`src/rtl/stall_flush_ctrl.sv`:
```
// rtl/stall_flush_ctrl.sv - pipeline stall/flush controller for the 5-stage CPU
//
// Merges ID/EX/MEM stall requests into the stall bus, sequences multi-cycle
// EX operations with a down-counter, and turns MEM exceptions into a
// one-cycle flush with a redirect PC.
//
// Optional feature macro: STALL_CTRL_PERF_EN (stall-cycle performance counter).
//
// Ports:
//   clk               rising-edge clock
//   rst               synchronous, active-high reset
//   stallreq_from_id  load-use hazard request (combinational)
//   stallreq_from_ex  generic EX stall request (combinational)
//   stallreq_from_mem data SRAM not ready (combinational)
//   mc_start          one-cycle pulse starting a multi-cycle EX op
//   mc_cycles         stall cycles for the op, sampled with mc_start
//   mc_done           registered one-cycle pulse: op result may advance
//   mc_busy           registered; high in MC_BUSY or MC_HOLD
//   excp_req          exception request from MEM
//   excp_pc           redirect PC, valid with excp_req
//   flush             registered one-cycle flush of IF..MEM
//   new_pc            registered redirect PC, valid with flush
//   stall             combinational stall bus {WB,MEM,EX,ID,IF,PC}
//   perf_stall_cnt    stalled-cycle counter (zero when feature disabled)

module stall_flush_ctrl #(
    parameter int STALL_W = 6,
    parameter int CNT_W   = 6
) (
    input  logic               clk,
    input  logic               rst,
    input  logic               stallreq_from_id,
    input  logic               stallreq_from_ex,
    input  logic               stallreq_from_mem,
    input  logic               mc_start,
    input  logic [CNT_W-1:0]   mc_cycles,
    output logic               mc_done,
    output logic               mc_busy,
    input  logic               excp_req,
    input  logic [31:0]        excp_pc,
    output logic               flush,
    output logic [31:0]        new_pc,
    output logic [STALL_W-1:0] stall,
    output logic [31:0]        perf_stall_cnt
);

    typedef enum logic [1:0] {
        IDLE    = 2'd0,
        MC_BUSY = 2'd1,
        MC_HOLD = 2'd2
    } state_t;

    state_t           state;
    logic [CNT_W-1:0] counter;
    logic [CNT_W-1:0] cnt_dec;
    logic [CNT_W-1:0] start_rem;
    logic             mc_stall;

    // Cycles still to spend in MC_BUSY after the start cycle; a zero count
    // is treated as a one-cycle op, so nothing remains after the start cycle.
    assign start_rem = (mc_cycles == '0) ? '0 : mc_cycles - CNT_W'(1);
    assign cnt_dec   = counter - CNT_W'(1);

    // The start cycle itself already stalls EX; an exception in the same
    // cycle cancels the op, so it does not count as a multi-cycle stall.
    assign mc_stall = (state == MC_BUSY) ||
                      ((state == IDLE) && mc_start && !excp_req);

    always_comb begin
        stall = '0;
        if (flush)
            stall = '0;
        else if (stallreq_from_mem)
            stall = STALL_W'(6'b011111);
        else if (stallreq_from_ex || mc_stall)
            stall = STALL_W'(6'b001111);
        else if (stallreq_from_id)
            stall = STALL_W'(6'b000111);
    end

    always_ff @(posedge clk) begin
        if (rst) begin
            state   <= IDLE;
            counter <= '0;
            mc_done <= 1'b0;
            mc_busy <= 1'b0;
            flush   <= 1'b0;
            new_pc  <= 32'h0;
        end else begin
            flush   <= 1'b0;
            mc_done <= 1'b0;
            if (excp_req) begin
                // Exception aborts any multi-cycle op without a done pulse.
                flush   <= 1'b1;
                new_pc  <= excp_pc;
                state   <= IDLE;
                counter <= '0;
                mc_busy <= 1'b0;
            end else begin
                case (state)
                    IDLE: begin
                        if (mc_start) begin
                            if (start_rem == '0) begin
                                // Single-cycle op: completes on the start edge.
                                if (stallreq_from_mem) begin
                                    state   <= MC_HOLD;
                                    mc_busy <= 1'b1;
                                end else begin
                                    mc_done <= 1'b1;
                                end
                            end else begin
                                counter <= start_rem;
                                state   <= MC_BUSY;
                                mc_busy <= 1'b1;
                            end
                        end
                    end
                    MC_BUSY: begin
                        // Counts down even under a MEM stall; the last busy
                        // cycle is the one whose decrement reaches zero.
                        counter <= cnt_dec;
                        if (cnt_dec == '0) begin
                            if (stallreq_from_mem) begin
                                state <= MC_HOLD;
                            end else begin
                                state   <= IDLE;
                                mc_done <= 1'b1;
                                mc_busy <= 1'b0;
                            end
                        end
                    end
                    MC_HOLD: begin
                        if (!stallreq_from_mem) begin
                            state   <= IDLE;
                            mc_done <= 1'b1;
                            mc_busy <= 1'b0;
                        end
                    end
                    default: begin
                        state   <= IDLE;
                        mc_busy <= 1'b0;
                    end
                endcase
            end
        end
    end

`ifdef STALL_CTRL_PERF_EN
    logic [31:0] perf_q;

    always_ff @(posedge clk) begin
        if (rst)
            perf_q <= 32'h0;
        else if (stall != '0)
            perf_q <= perf_q + 32'd1;
    end

    assign perf_stall_cnt = perf_q;
`else
    assign perf_stall_cnt = 32'h0;
`endif

endmodule

```
`config.mk`:
```
export PLATFORM = sky130hd
export DESIGN_NAME = stall_flush_ctrl
export DESIGN_NICKNAME = d
export VERILOG_FILES = /design/src/rtl/stall_flush_ctrl.sv
export SDC_FILE = /design/constraint.sdc
export NUM_CORES = 1
export LEC_CHECK = 0
export BUFFER_PORTS_ARGS = -buffer_cell sky130_fd_sc_hd__buf_2
export CORE_ASPECT_RATIO = 1.25
export CORE_MARGIN = 8
export CORE_UTILIZATION = 32
export DETAILED_ROUTE_END_ITERATION = 8
export GPL_TIMING_DRIVEN = 0
export PLACE_DENSITY_LB_ADDON = 0.15
export SLEW_MARGIN = 25
export SYNTH_ARGS = -nofsm -noshare
export SYNTH_HDL_FRONTEND = slang
export SYNTH_SLANG_ARGS = --single-unit
```
`constraint.sdc`:
```
create_clock -name clk -period 3.7 [get_ports clk]
set_input_delay 0.185 -clock clk [delete_from_list [all_inputs] [get_ports clk]]
set_output_delay 0.185 -clock clk [all_outputs]
set_load 0.005 [all_outputs]
```
==> key figures <==
GRT
  – Initial antenna violation count: 0
  – Grt total ovfl: 0
  – Aggregate global-route resource usage: between 10 and 15%
  – Largest net degree at the start of global routing: 15
  – Vias in the first global route: 2,001
  – Global-route wire length before repair: ~10 mm

Clock network
  – Clock root buffer: clkbuf_8
  – Setup bufs post-CTS: 0
  – Post_cts resized: 0
  – # clock sinks: 43
  – Clk Latency, worst-skew pair: just under 300 ps
  – H-tree depth: 2
  – Worst-path clk slew: 90 ps
  – Num CTS Buffers: 5
  – Post-CTS Hold Buffers: 0
  – TritonCTS clock tree: done
  – CTS max path bufs: 2

Die
  – # IOs: about 120
  – Core area: roughly 7000 sq um
  – Die Width: 92.26 um
  – Num rows: 34
  – Initial Util: 33.14%
  – Die area: 10,270 sq um
  – DIE HEIGHT: roughly 110 um

Placed design
  – Setup WS pre-CTS: about 1500 ps
  – Inst Count DP: ~460
  – HPWL after DPL: roughly 4.9 mm
  – Area of placed instances: just under 3000 sq um
  – Port-buffer cells: between 80 and 90
  – RePlAce Congestion: around 0.77

Cells and area
  – Final #Nets: 425
  – Share of layout cells above drive strength 1: a little over a third
  – Fin area: 3082 sq um
  – Post-synthesis to final-layout area growth: 32.49%
  – Non-filler cells, final: 464
  – FILL cells: 745
  – ANT cells: 0

Worst setup path
  – Critical Path Start Type: register
  – Crit-path max FO: 9
  – Type of the worst setup path: register to output port
  – Reg-to-reg slack, setup: around 1500 ps
  – Arrival @ worst endpoint: 2230 ps
  – Worst r2r dst: state[1]
  – Worst Path Required: around 3500 ps
  – Crit end category: output port
  – FF-to-FF path depth: 7
  – Worst r2r src: counter[0]

Run
  – Max_cap viols: 0

STA
  – RSZ-0062 raised after global routing: false
  – Period utilisation layout: between 60% and 70%
  – Slew Limit Headroom: 51.39%
  – Setup_tns: 0 ps
  – Slew Limit Fails: 0
  – Final setup skew: between 3 and 4 ps
  – Period minus WS final: around 2400 ps
  – Final worst setup slack: about 1300 ps
  – Fmax: ~410 MHz
  – Setup violators final: 0
  – Worst slew pin tran: 729.1 ps
  – Final hold violation count: 0

Routing
  – Pre-Repair DR Iteration Count: 4
  – DRT iter0 DRCs: 123
  – Post-route DRC: 0
  – Vias/cell: ~4.4
  – Wire length per cell: ~13 um
  – Vias: between 2,000 and 2,500
  – Final wirelength: ~6 mm
  – Final ANT Viol Nets: 0

Yosys
  – Seq/Total Area, Yosys: 37.01%
  – Syn Area/Cell: approximately 9 sq um
  – Top cell type's share of synthesized area: 37.01%
  – Area leader, netlist: dfxtp_1
  – Synth warn: 0
  – Async set-reset flop share out of synthesis: 0%
  – Ranking of synthesized cells by area: dfxtp_1 (37%), mux2i_1 (14%), buf_4 (11%)
  – Post-synth top flop: dfxtp_1
  – Synth Instances: between 200 and 300
  – Unique masters post-synth: 54
  – Netlist Area Pre-Place: between 2000 and 2500 sq um
  – Post-synth EDFFs: 0
  – FF+latch count, synth: 43

Power
  – Switching share of power: ~28%
  – Flop pwr share: between 40% and 50%
  – Max IR drop VDD: 0.2124 mV
  – Clock share of power: approximately a third
  – Comb pwr share: between 20% and 30%
  – Overall power: ~1.1 mW
  – Power Dens Cells: 363.6 nW/um^2
  – Net Switching: between 300 and 400 uW
  – LEAKAGE: roughly 1.6 nW
  – Pint: a little over 800 uW

Min path
  – Hold path depth: 3
  – Hold_sp: excp_pc[25]
  – Hold Crit Class: input port to register
  – Worst Hold End: new_pc[25]

Status
  – Status: finished, final reports clean
==> logic make-up (layout without fill, tap and decap cells) <==
kind of cell,Yosys count,count (layout),synth area share [%]
AOI/OAI and AO/OA,37,37,13.93
muxes,33,33,14.20
and+or+nand+nor,73,73,15.12
adders and majority gates,7,7,3.765
buffers and inverters,56,146,15.06
xor gates and xnor gates,2,2,0.7532
other,1,33,0.1612
DFF,43,43,37.01
==> synth_stat cells (2+ instances only) <==
| library cell | instances |
|---|---|
| a21oi_1 | 6 |
| mux2i_1 | 33 |
| inv_1 | 10 |
| nor4b_1 | 2 |
| ha_1 | 7 |
| nand2_1 | 11 |
| nor2_1 | 39 |
| o21ai_0 | 6 |
| o22ai_1 | 3 |
| clkbuf_1 | 8 |
| nor3_1 | 2 |
| dfxtp_1 | 43 |
| a32o_1 | 2 |
| buf_4 | 35 |
| nor2b_1 | 2 |
| or4_1 | 2 |
| nor4_1 | 3 |
| nand4_1 | 2 |
==> registers in the layout (all words and copies together), names as in the netlist <==
signal	flops
new_pc	32
flush	1
mc_busy	1
state	2
counter	6
mc_done	1
==> stage by stage <==
step           hold WS [ps]  util (%)
2_1_floorplan         264.8         -
3_3_place_gp          418.2     42.30
3_5_place_dp          429.9     42.30
4_1_cts               110.8     43.90
5_1_grt               112.8     43.90
6_report              118.5     43.90
==> metal layers <==
layer | share of wire, % | global-route usage [%] | vias up
li1 | - | - | 1054
met4 | 0.73 | 3.772 | 0
met1 | 41 | 12.75 | 902
met5 | 0 | 0 | -
met2 | 47 | 18.26 | 80
met3 | 11 | 6.233 | 4
==> worst max-delay path, stage by stage, from the launching register on <==
cell and delay [ps]:
dfxtp_1 400, inv_1 80, ha_1 210, buf_6 130
nand2_1 200, nor2_1 70, nor4_1 360, a21oi_1 200
buf_4 160, buf_2 120
==> power groups by stage <==
stage | clock network [mW] | logic, mW | registers (mW)
6_report | 0.372 | 0.240 | 0.509
5_1_grt | 0.406 | 0.271 | 0.513
4_1_cts | 0.388 | 0.241 | 0.509
3_5_place_dp | 0 | 0.241 | 0.519
3_3_place_gp | 0 | 0.239 | 0.518
2_1_floorplan | 0 | 0.157 | 0.519
==> area by class of cell <==
class | instances | area [sq um] | area share, %
buffer | 46 | 312.8 | 10.15
clock buffer | 5 | 68.82 | 2.233
clock inverter | 3 | 43.79 | 1.421
inverter | 10 | 37.54 | 1.218
multi-input combinational | 185 | 1235 | 40.07
sequential | 43 | 860.8 | 27.93
tap | 90 | 112.6 | 3.654
timing repair buffer | 82 | 410.4 | 13.32
==> how the worst max path moves through the flow <==
stage | start | end | slack (ps) | depth (start not counted)
6_report | state[0] | stall[2] | 1280 | 9
5_1_grt | state[0] | stall[2] | 1050 | 9
4_1_cts | state[0] | stall[2] | 1270 | 9
3_5_place_dp | counter[0] | state[1] | 1520 | 7
3_3_place_gp | counter[0] | state[1] | 1540 | 7
2_1_floorplan | counter[0] | state[0] | 1780 | 6
==> cell usage in the layout, fill, tap and decap left out, drive strengths merged, types with 2 or more instances in the layout <==
cell type / count
o22ai: 3
inv: 10
nor4: 3
o21ai: 6
dfxtp: 43
ha: 7
clkbuf: 13
nand4: 2
a32o: 2
clkinv: 2
or4: 2
a21boi: 2
a21oi: 6
or3b: 2
nand2: 11
nor4b: 2
a221oi: 2
a31o: 2
conb: 33
mux2i: 33
buf: 120
nor3: 2
o221ai: 2
nor2b: 2
or3: 2
nor2: 39
No activity file was read; power rests on OpenSTA's default activity.
